$ cat config.mk
export PLATFORM = sky130hd
export DESIGN_NAME = serial_comparator_flat
export DESIGN_NICKNAME = d
export VERILOG_FILES = /design/src/rtl/serial_comparator_if.sv /design/src/rtl/serial_comparator.sv /design/src/flat_wrapper.sv
export SDC_FILE = /design/constraint.sdc
export NUM_CORES = 1
export LEC_CHECK = 0
export CORE_MARGIN = 5
export CORE_UTILIZATION = 28
export CTS_CLUSTER_SIZE = 10
export DETAILED_ROUTE_END_ITERATION = 12
export GPL_TIMING_DRIVEN = 1
export PLACE_DENSITY_LB_ADDON = 0.3
export SLEW_MARGIN = 20
export SYNTH_ARGS = -nofsm -noshare
export SYNTH_HDL_FRONTEND = slang
export SYNTH_SLANG_ARGS = --single-unit
$ cat constraint.sdc
create_clock -name clk -period 1.95 [get_ports clk]
set_clock_uncertainty 0.2 [all_clocks]
set_input_delay 0.585 -clock clk [delete_from_list [all_inputs] [get_ports clk]]
set_output_delay 0.585 -clock clk [all_outputs]
set_load 0.05 [all_outputs]
$ cat src/rtl/serial_comparator_if.sv
// Bit-pair stream into the serial comparator and the result flags out of it.
// The stream source drives through master; the comparator uses slave.
interface serial_comparator_if;
    logic start;
    logic valid;
    logic a;
    logic b;
    logic busy;
    logic done;
    logic g;
    logic l;
    logic e;

    modport master (
        output start, valid, a, b,
        input  busy, done, g, l, e
    );

    modport slave (
        input  start, valid, a, b,
        output busy, done, g, l, e
    );
endinterface

$ cat src/rtl/serial_comparator.sv
// Bit-serial WIDTH-bit magnitude comparator.
// Takes one (a, b) bit pair per accepted cycle. A frame opens with start & valid.
// After WIDTH pairs, the registered g/l/e flags update and done pulses for one cycle.
//
// state | meaning
// ------+---------------------------------------------------------------
// IDLE  | no frame open; waiting for start & valid (that pair is bit 0)
// SHIFT | frame open; r_cnt pairs already accepted, stalls on valid = 0
module serial_comparator #(
    parameter int WIDTH     = 8,    // legal 2..32
    parameter bit MSB_FIRST = 1'b1
) (
    input logic                clk,
    input logic                rst_n,
    serial_comparator_if.slave bus
);

    localparam int              CW       = $clog2(WIDTH + 1);
    localparam logic [CW-1:0]   LAST_IDX = CW'(WIDTH - 1);
    localparam logic [CW-1:0]   CNT_ONE  = CW'(1);

    typedef enum logic {
        IDLE  = 1'b0,
        SHIFT = 1'b1
    } state_t;

    typedef enum logic [1:0] {
        DEC_UND = 2'd0,
        DEC_GT  = 2'd1,
        DEC_LT  = 2'd2
    } dec_t;

    state_t          r_state;
    logic [CW-1:0]   r_cnt;
    dec_t            r_dec;
    logic            r_busy;
    logic            r_done;
    logic            r_g;
    logic            r_l;
    logic            r_e;

    logic            w_first;
    logic            w_last;
    dec_t            w_dec_base;
    dec_t            w_dec_next;

    // A start pair opens a new frame in IDLE and restarts the frame in SHIFT.
    assign w_first = bus.valid & bus.start;

    // This pair is the final one of the running frame. A restart on that slot takes priority.
    assign w_last  = bus.valid & ~bus.start & (r_state == SHIFT) & (r_cnt == LAST_IDX);

    // Decision after this pair. A new frame starts from UNDECIDED.
    // MSB-first keeps the first difference it sees.
    // LSB-first lets each later difference override the earlier one, so the most significant one wins.
    always_comb begin
        w_dec_base = r_dec;
        if (w_first || (r_state == IDLE)) begin
            w_dec_base = DEC_UND;
        end
        w_dec_next = w_dec_base;
        if (bus.a != bus.b) begin
            if (!MSB_FIRST || (w_dec_base == DEC_UND)) begin
                w_dec_next = bus.a ? DEC_GT : DEC_LT;
            end
        end
    end

    // Frame sequencing FSM with registered busy/done/g/l/e.
    always_ff @(posedge clk or negedge rst_n) begin
        if (!rst_n) begin
            r_state <= IDLE;
            r_cnt   <= '0;
            r_dec   <= DEC_UND;
            r_busy  <= 1'b0;
            r_done  <= 1'b0;
            r_g     <= 1'b0;
            r_l     <= 1'b0;
            r_e     <= 1'b0;
        end else begin
            r_done <= 1'b0;
            case (r_state)
                IDLE: begin
                    if (w_first) begin
                        r_state <= SHIFT;
                        r_cnt   <= CNT_ONE;
                        r_dec   <= w_dec_next;
                        r_busy  <= 1'b1;
                    end
                end
                SHIFT: begin
                    if (w_first) begin
                        // Abort silently and treat this pair as bit 0 of a fresh frame.
                        r_cnt <= CNT_ONE;
                        r_dec <= w_dec_next;
                    end else if (w_last) begin
                        r_state <= IDLE;
                        r_cnt   <= '0;
                        r_dec   <= DEC_UND;
                        r_busy  <= 1'b0;
                        r_done  <= 1'b1;
                        r_g     <= (w_dec_next == DEC_GT);
                        r_l     <= (w_dec_next == DEC_LT);
                        r_e     <= (w_dec_next == DEC_UND);
                    end else if (bus.valid) begin
                        r_cnt <= r_cnt + CNT_ONE;
                        r_dec <= w_dec_next;
                    end
                end
                default: begin
                    r_state <= IDLE;
                    r_cnt   <= '0;
                    r_dec   <= DEC_UND;
                    r_busy  <= 1'b0;
                end
            endcase
        end
    end

    assign bus.busy = r_busy;
    assign bus.done = r_done;
    assign bus.g    = r_g;
    assign bus.l    = r_l;
    assign bus.e    = r_e;

endmodule

$ cat src/flat_wrapper.sv
// flat-port wrapper written by rule: the top's interface ports become plain ports
module serial_comparator_flat 
#(
    parameter int WIDTH     = 8,                  
    parameter bit MSB_FIRST = 1'b1
)
  (clk, rst_n, bus_start, bus_valid, bus_a, bus_b, bus_busy, bus_done, bus_g, bus_l, bus_e);
  serial_comparator_if bus_i ();
  input logic clk;
  input logic rst_n;
  input wire logic [$bits(bus_i.start)-1:0] bus_start;
  input wire logic [$bits(bus_i.valid)-1:0] bus_valid;
  input wire logic [$bits(bus_i.a)-1:0] bus_a;
  input wire logic [$bits(bus_i.b)-1:0] bus_b;
  output wire logic [$bits(bus_i.busy)-1:0] bus_busy;
  output wire logic [$bits(bus_i.done)-1:0] bus_done;
  output wire logic [$bits(bus_i.g)-1:0] bus_g;
  output wire logic [$bits(bus_i.l)-1:0] bus_l;
  output wire logic [$bits(bus_i.e)-1:0] bus_e;
  assign bus_i.start = bus_start;
  assign bus_i.valid = bus_valid;
  assign bus_i.a = bus_a;
  assign bus_i.b = bus_b;
  assign bus_busy = bus_i.busy;
  assign bus_done = bus_i.done;
  assign bus_g = bus_i.g;
  assign bus_l = bus_i.l;
  assign bus_e = bus_i.e;
  serial_comparator #(.WIDTH(WIDTH), .MSB_FIRST(MSB_FIRST)) u_core (.clk(clk), .rst_n(rst_n), .bus(bus_i));
endmodule
; ---- Word level (Yosys, flattened, before mapping)
; Index checks and enable logic that the tools add are counted.
[classes]
n_eq_ne = 8
reduce_logical = 6
n_bitwise = 7
n_addsub = 1
n_mux = 25
[op_table]
columns = op, n
row1 = 2-bit 2-to-1 mux, 8
row2 = 4-bit 2-to-1 mux, 4
row3 = 1-bit 2-to-1 mux, 9
row4 = 4-bit one-hot mux with 2 select lines, 1
row5 = 3-bit AND reduction, 2
row6 = "4-bit by 1-bit adder with 4-bit output, second input constant", 1
row7 = 1-bit AND, 4
row8 = "4-bit by 3-bit == test with 1-bit output, second input constant", 1
row9 = 2-bit zero test, 2
row10 = "2-bit != test, second input constant", 2
row11 = "4-bit != test, second input constant", 1
row12 = 1-bit one-hot mux with 2 select lines, 2
row13 = 2-bit one-hot mux with 2 select lines, 1
row14 = 1-bit NOT, 3
row15 = "2-bit by 1-bit == test with 1-bit output, second input constant", 1
row16 = "2-bit == test, second input constant", 1
row17 = "2-bit by 1-bit != test with 1-bit output, second input constant", 1
row18 = 2-bit AND reduction, 1
row19 = 1-bit logical OR, 1
row20 = 1-bit != test, 1
[word_totals]
elab_cells = 55
in_bits = 6
reg_bits = 12

; ---- Longest topological paths before layout
; Gate-level depths: netlist (run 1).
[depth]
word_depth = 10
ltp_mapped = 6
ltp_nobuf = 6

; ---- Worst setup path after synthesis (run 1)
; Ideal clock, no wire load.
[synth_timing]
path_kind = in2reg
from = input port bus_start
to = register u_core.r_dec[0]
path_stages = 4
arrival_ns = 1.321
setup_time_ns = 0.121
t_required_ns = 1.629
setup_slack_ns = 0.308
path_cell_list = buf_4 o21ai_0 nor2_2 a22o_1
[synth_between]
elab_chain_len = 10
[synth_lines]
columns = element, line
row1 = "start, declared", flat_wrapper.sv:11  ; input wire logic [$bits(bus_i.start)-1:0] bus_start;
row2 = 1-bit AND, serial_comparator.sv:48  ; assign w_first = bus.valid & bus.start;
row3 = 1-bit logical OR, serial_comparator.sv:58  ; if (w_first || (r_state == IDLE)) begin
row4 = 2-bit 2-to-1 mux, serial_comparator.sv:58
row5 = 2-bit zero test, serial_comparator.sv:63  ; if (!MSB_FIRST || (w_dec_base == DEC_UND)) begin
row6 = 2-bit 2-to-1 mux, serial_comparator.sv:63
row7 = 2-bit 2-to-1 mux, serial_comparator.sv:62  ; if (bus.a != bus.b) begin
row8 = 2-bit 2-to-1 mux, serial_comparator.sv:105  ; end else if (bus.valid) begin
row9 = 2-bit 2-to-1 mux, serial_comparator.sv:96  ; end else if (w_last) begin
row10 = 2-bit 2-to-1 mux, serial_comparator.sv:92  ; if (w_first) begin
row11 = 2-bit one-hot mux with 2 select lines, serial_comparator.sv:82  ; case (r_state)
row12 = "end signal, assigned", serial_comparator.sv:87  ; r_dec <= w_dec_next;
row13 = "end signal, assigned", serial_comparator.sv:95  ; r_dec <= w_dec_next;
row14 = "end signal, assigned", serial_comparator.sv:107  ; r_dec <= w_dec_next;
row15 = "end, declared", serial_comparator.sv:35  ; dec_t r_dec;
; Several ways; a longest one is shown, not always the timed one. The select of a mux whose other input is x is not followed.
; A chain may end at the register's enable or synchronous reset.

; ---- Worst setup path after layout (run 1)
[layout_timing]
from = input port bus_valid
to = register u_core.r_dec[0]
[layout_between]
elab_chain_len = 10
[layout_lines]
columns = element, line
row1 = "start, declared", flat_wrapper.sv:12  ; input wire logic [$bits(bus_i.valid)-1:0] bus_valid;
row2 = 1-bit AND, serial_comparator.sv:48
row3 = 1-bit logical OR, serial_comparator.sv:58
row4 = 2-bit 2-to-1 mux, serial_comparator.sv:58
row5 = 2-bit zero test, serial_comparator.sv:63
row6 = 2-bit 2-to-1 mux, serial_comparator.sv:63
row7 = 2-bit 2-to-1 mux, serial_comparator.sv:62
row8 = 2-bit 2-to-1 mux, serial_comparator.sv:105
row9 = 2-bit 2-to-1 mux, serial_comparator.sv:96
row10 = 2-bit 2-to-1 mux, serial_comparator.sv:92
row11 = 2-bit one-hot mux with 2 select lines, serial_comparator.sv:82
; Several ways; a longest one is shown, not always the timed one. The select of a mux whose other input is x is not followed.

==> results of run 1 <==
synthesized netlist by cell type, types with 2 or more instances:
cell      count
buf_6         2
nor2_2        2
nand4_1       2
dfrtp_1      12
nand3_1       3
inv_1         3
a21o_1        2
a211oi_1      2
a21oi_1       2
o21ai_0       9
nand2_1       4
a22o_1        2
and3_1        2
final timing paths:
path	from	endpoint	depth (start not counted)
min reg2reg	u_core.bus.e$_DFFE_PN0P_	u_core.bus.e$_DFFE_PN0P_	2
min	u_core.bus.e$_DFFE_PN0P_	u_core.bus.e$_DFFE_PN0P_	2
max in group asynchronous	rst_n	u_core.bus.l$_DFFE_PN0P_	2
min in group asynchronous	rst_n	u_core.r_cnt[2]$_DFFE_PN0P_	2
max reg2reg	u_core.r_cnt[0]$_DFFE_PN0P_	u_core.r_cnt[0]$_DFFE_PN0P_	6
max	bus_valid	u_core.r_dec[0]$_DFFE_PN0P_	6
layer usage:
layer / part of all wire / wire (um) / vias to the layer above / GRT usage
met5: 0 / 0 / - / 0
met4: 0 / 0 / 0 / 0.0298
met3: 0.081 / 108 / 0 / 0.0498
met2: 0.49 / 655 / 14 / 0.156
met1: 0.43 / 567 / 234 / 0.100
li1: - / - / 255 / -
final cells by class:
cell class,instances,area share
Sequential cell,12,0.347
Multi-Input combinational cell,42,0.322
Timing Repair Buffer,16,0.225
Clock buffer,4,0.0419
Tap cell,28,0.0405
Inverter,4,0.0231
stage by stage:
step	cells	instance area (um^2)	hold slack [ns]
floorplan	61	629	0.0894
global placement	102	830	0.316
detailed placement	102	830	0.325
CTS	106	866	0.342
global route	106	866	0.368
finish	106	866	0.337
repair_timing:
| action | 4_1_cts | 5_1_grt |
|---|---|---|
| gates resized for setup | 0 | 1 |
| endpoints found under the setup margin | 0 | 2 |
| hold buffers | 0 | 0 |
power groups by stage:
stage	Combinational (mW)	Clock, mW	Sequential, mW
floorplan	0.123	0	0.458
global placement	0.378	0	0.383
detailed placement	0.387	0	0.385
CTS	0.389	0.212	0.380
global route	0.410	0.229	0.389
finish	0.383	0.201	0.380
logic make-up (layout without fill, tap and decap cells):
kind of cell / count (synthesis) / count (layout) / share of synthesized area
AO/OA/AOI/OAI: 21 / 21 / 0.221
AND/OR/NAND/NOR: 20 / 20 / 0.203
flip-flops: 12 / 12 / 0.477
buffers and inverters: 7 / 24 / 0.0795
adder cells (fa/ha/maj): 1 / 1 / 0.0199
state kept, by name (all words and copies together), names as in the netlist:
register,cells
u_core.bus.l,1
u_core.bus.e,1
u_core.bus.done,1
u_core.bus.g,1
u_core.r_state,1
u_core.r_cnt,4
u_core.r_dec,2
u_core.bus.busy,1
critical path: cells and delay by family:
family          cells  cell delay [ns]
compound gates      1             0.20
simple gates        3             0.40
buf+inv             2             0.66
==> results_dict.tcl, run 1 <==
set metrics [dict create \
    die_h_um 57.4 \
    core_area_um2 2170 \
    tritoncts "yes" \
    switchingPower_mw 0.350 \
    max_stage_delay_ns 0.57 \
    antenna_found_initial 0 \
    cp.required_ns 1.92 \
    maxCapViolCount 0 \
    peakVddDrop_mv 0.495 \
    final_max_slew_viol_count 0 \
    path_cells "clkdlybuf4s50_1, and3_4, nand3_4, clkinv_4, nor2_2, a22o_1" \
    combPwrFrac 0.397 \
    avgRoutedWirePerCell_um 12.6 \
    avgSynthCellArea_um2 10.3 \
    grt_use_total 0.0932 \
    fp.dieW_um 57.4 \
    worst_pin_slew_ns 0.380 \
    period_share 0.966 \
    first_global_vias 545 \
    power_density_nw_per_um2 1110 \
    final.min_clock_period_ns 1.88 \
    firstDrtPassIters 3 \
    netSwitchingFraction 0.363 \
    r2r_slack_ns 0.32 \
    hp-class "reg -> reg" \
    io_buffers 10 \
    ant_nets 0 \
    fmax_ghz 0.531 \
    synth_area_um2 629 \
    start_util 0.290 \
    critPathMaxFanout 8 \
    syn_to_final_growth_pct 37.6 \
    ys_top_cells_by_area "dfrtp_1 (48%), o21ai_0 (7.2%), buf_6 (3.6%)" \
    post-route-util 0.399 \
    synth_flop_cell "dfrtp_1" \
    crit_type "in -> reg" \
    synth_area_leader_cell "dfrtp_1" \
    final_common_cell "dfrtp_1" \
    rsz0062_at_grt "false" \
    cp-end-kind "flip-flop" \
    vias 503 \
    grt_max_degree 14 \
    ys_types 27 \
    grt_overflow 0 \
    routed_wl_mm 1.33 \
    netlist_instances 61 \
    regArea_um2 300 \
    nNetsFinal 86 \
    drt_iter0_drc 4 \
    finalPower_mw 0.965 \
    synth_warnings 0 \
    ios 11 \
    p_int_mw 0.615 \
    drc 0 \
    htreeDepth 1 \
    layout_common_cells "dfrtp_1 (12), o21ai_0 (8), buf_4 (6), clkdlybuf4s50_1 (5), buf_12 (5)" \
    power.leakage_nw 0.387 \
    clk_latency_ns 0.28 \
    startpoint_type "input port" \
    cts_sinks 12 \
    crit_slowest_cell "clkdlybuf4s50_1" \
    final_hold_viol_count 0 \
    cts-root-buf "clkbuf_4" \
    synth_edf_count 0 \
    fin_tns_setup_ns 0 \
    relSlewSlack 0.747 \
    cts.path.max_buffers 2 \
    arrival_ns 1.86 \
    clk_pin_slew_ns 0.08 \
    cts_buffers 3 \
    multiInputGateArea_um2 279 \
    gp_congestion 0.809 \
    setup_viol 0 \
    viasPerCell 4.75 \
    synthArstFlopShare 1.00 \
    cts_setup_buffers 0 \
    ys_ff_latch 12 \
    status "finished, final reports clean" \
    row_count 17 \
    fill_cells 230 \
    yosysSeqAreaShare 0.477 \
    die_area_um2 3300 \
    layout-drive-gt1-share 0.269 \
    grt_pass1_wl_mm 2.35 \
    clkPwrFrac 0.209 \
    power.share.sequential 0.394 \
    hpwl_mm 1.01 \
    setup_ws_ns 0.0661 \
    synth_top_area_frac 0.477 \
    antenna_cells 0 \
    syn_nets 68 \
    dp_slack_ns -0.243 \
]
No activity file was read; power rests on OpenSTA's default activity.
==> inputs of run 2 (changes only) <==
--- a/config.mk
+++ b/config.mk
@@ -5,9 +5,9 @@
 export SDC_FILE = /design/constraint.sdc
 export NUM_CORES = 1
 export LEC_CHECK = 0
-export CORE_MARGIN = 5
 export CORE_UTILIZATION = 28
-export CTS_CLUSTER_SIZE = 10
+export CTS_CLUSTER_DIAMETER = 80
+export CTS_CLUSTER_SIZE = 16
 export DETAILED_ROUTE_END_ITERATION = 12
 export GPL_TIMING_DRIVEN = 1
 export PLACE_DENSITY_LB_ADDON = 0.3
==> results_dict.tcl, run 2 (same netlist as run 1, synthesis figures left out) <==
set metrics [dict create \
    status "finished, final reports clean" \
    power_density_nw_per_um2 1100 \
    firstDrtPassIters 4 \
    io_buffers 10 \
    relSlewSlack 0.747 \
    fill_cells 210 \
    start_util 0.308 \
    crit_type "in -> reg" \
    multiInputGateArea_um2 279 \
    cts-root-buf "clkbuf_4" \
    post-route-util 0.425 \
    grt_overflow 0 \
    core_area_um2 2040 \
    drc 0 \
    ant_nets 0 \
    period_share 0.942 \
    tritoncts "yes" \
    gp_congestion 0.761 \
    holdWs_ns 0.346 \
    cp.required_ns 1.91 \
    power.leakage_nw 0.396 \
    max_stage_delay_ns 0.52 \
    grt_pass1_wl_mm 1.97 \
    largest-register "u_core.r_cnt" \
    rsz0062_at_grt "false" \
    cp_num_buf_inv 2 \
    cts_setup_buffers 0 \
    first_global_vias 467 \
    cp_top_family "buffers and inverters" \
    htreeDepth 1 \
    die_area_um2 2440 \
    clk_pin_slew_ns 0.08 \
    routed_wl_mm 1.20 \
    fmax_ghz 0.544 \
    fp.dieW_um 49.4 \
    setup_viol 0 \
    finalPower_mw 0.956 \
    cts_buffers 3 \
    layout-drive-gt1-share 0.269 \
    startpoint_type "input port" \
    critPathMaxFanout 8 \
    die_h_um 49.4 \
    cts_hold_buf 0 \
    cts.path.max_buffers 2 \
    drt_iter0_drc 15 \
    antenna_cells 0 \
    grt_max_degree 14 \
    ios 11 \
    worst_pin_slew_ns 0.380 \
    arrival_ns 1.80 \
    crit_slowest_cell "clkdlybuf4s50_1" \
    regArea_um2 300 \
    avgRoutedWirePerCell_um 11.4 \
    hp-class "reg -> reg" \
    final_common_cell "dfrtp_1" \
    nNetsFinal 86 \
    top_regs "u_core.r_cnt x4, u_core.r_dec x2" \
    final_hold_viol_count 0 \
    fin_tns_setup_ns 0 \
    placed_cell_area_um2 828 \
    maxCapViolCount 0 \
    layout_common_cells "dfrtp_1 (12), o21ai_0 (8), buf_4 (6), buf_12 (5)" \
    final.min_clock_period_ns 1.84 \
    fin_area_um2 867 \
    syn_to_final_growth_pct 37.8 \
    hpwl_um 885 \
    cp-end-kind "flip-flop" \
    antenna_found_initial 0 \
    peakVddDrop_mv 0.485 \
    vias 511 \
    viasPerCell 4.87 \
    final_max_slew_viol_count 0 \
    row_count 16 \
    largest_register_ffs 4 \
    cts_sinks 12 \
    path_cells "clkdlybuf4s50_1, and3_4, nand3_4, clkinv_4, nor2_2, a22o_1" \
    clk_latency_ns 0.27 \
    grt_use_total 0.111 \
]
[run 2: changes by cell type in the layout (fill, tap and decap cells not counted), sizes merged]
cell and change:
clkdlybuf4s50 -1, dlymetal6s2s +1
[run 2: report_power, final]
part	internal (mW)	switching, mW	total (mW)
combinational	0.188	0.186	0.374
sequential	0.310	0.0719	0.381
clock	0.113	0.0879	0.201
total	0.611	0.346	0.956
[run 2: final cells by class]
cell class | count | share of cell area
repair buffers | 16 | 0.228
inverters | 4 | 0.0231
clock buffers | 4 | 0.0418
well taps | 27 | 0.0390
flip-flops and latches | 12 | 0.346
multi-input cells | 42 | 0.322
[run 2: repair_timing]
item                       in CTS  in global routing
setup endpoints to repair       0                  4
hold endpoints to repair        0                  0
gates resized for setup         0                  2
[run 2: path summary, 6_finish.rpt]
path | start | to | slack [ns] | cells past startpoint
worst max register to register | u_core.r_state$_DFF_PN0_ | u_core.r_dec[0]$_DFFE_PN0P_ | 0.31 | 5
worst min register to register | u_core.r_dec[1]$_DFFE_PN0P_ | u_core.r_dec[1]$_DFFE_PN0P_ | 0.35 | 1
worst max-delay path | bus_valid | u_core.r_dec[0]$_DFFE_PN0P_ | 0.11 | 6
min in group asynchronous | rst_n | u_core.r_dec[1]$_DFFE_PN0P_ | 0.41 | 2
worst min-delay path | u_core.r_dec[1]$_DFFE_PN0P_ | u_core.r_dec[1]$_DFFE_PN0P_ | 0.35 | 1
max in group asynchronous | rst_n | u_core.r_cnt[1]$_DFFE_PN0P_ | 0.99 | 2
[run 2: per-layer routing]
layer | vias up | global-route usage | wire [um]
met5 | - | 0 | 0
met4 | 0 | 0.100 | 27
met3 | 2 | 0.0187 | 34
met2 | 11 | 0.178 | 593
met1 | 244 | 0.124 | 544
li1 | 254 | - | -
[run 2: metrics by stage]
stage	setup WS, ns	cells
after floorplan	0.308	61
after detailed placement	-0.247	101
after global routing	0.0649	105
after global placement	-0.243	101
after CTS	0.0438	105
final	0.113	105
==> inputs of run 3 (changes only) <==
--- a/config.mk
+++ b/config.mk
@@ -5,6 +5,7 @@
 export SDC_FILE = /design/constraint.sdc
 export NUM_CORES = 1
 export LEC_CHECK = 0
+export CAP_MARGIN = 40
 export CORE_UTILIZATION = 28
 export CTS_CLUSTER_DIAMETER = 80
 export CTS_CLUSTER_SIZE = 16
==> results of run 3 <==
The final DEF is identical to that of run 2; final timing and power are the same.
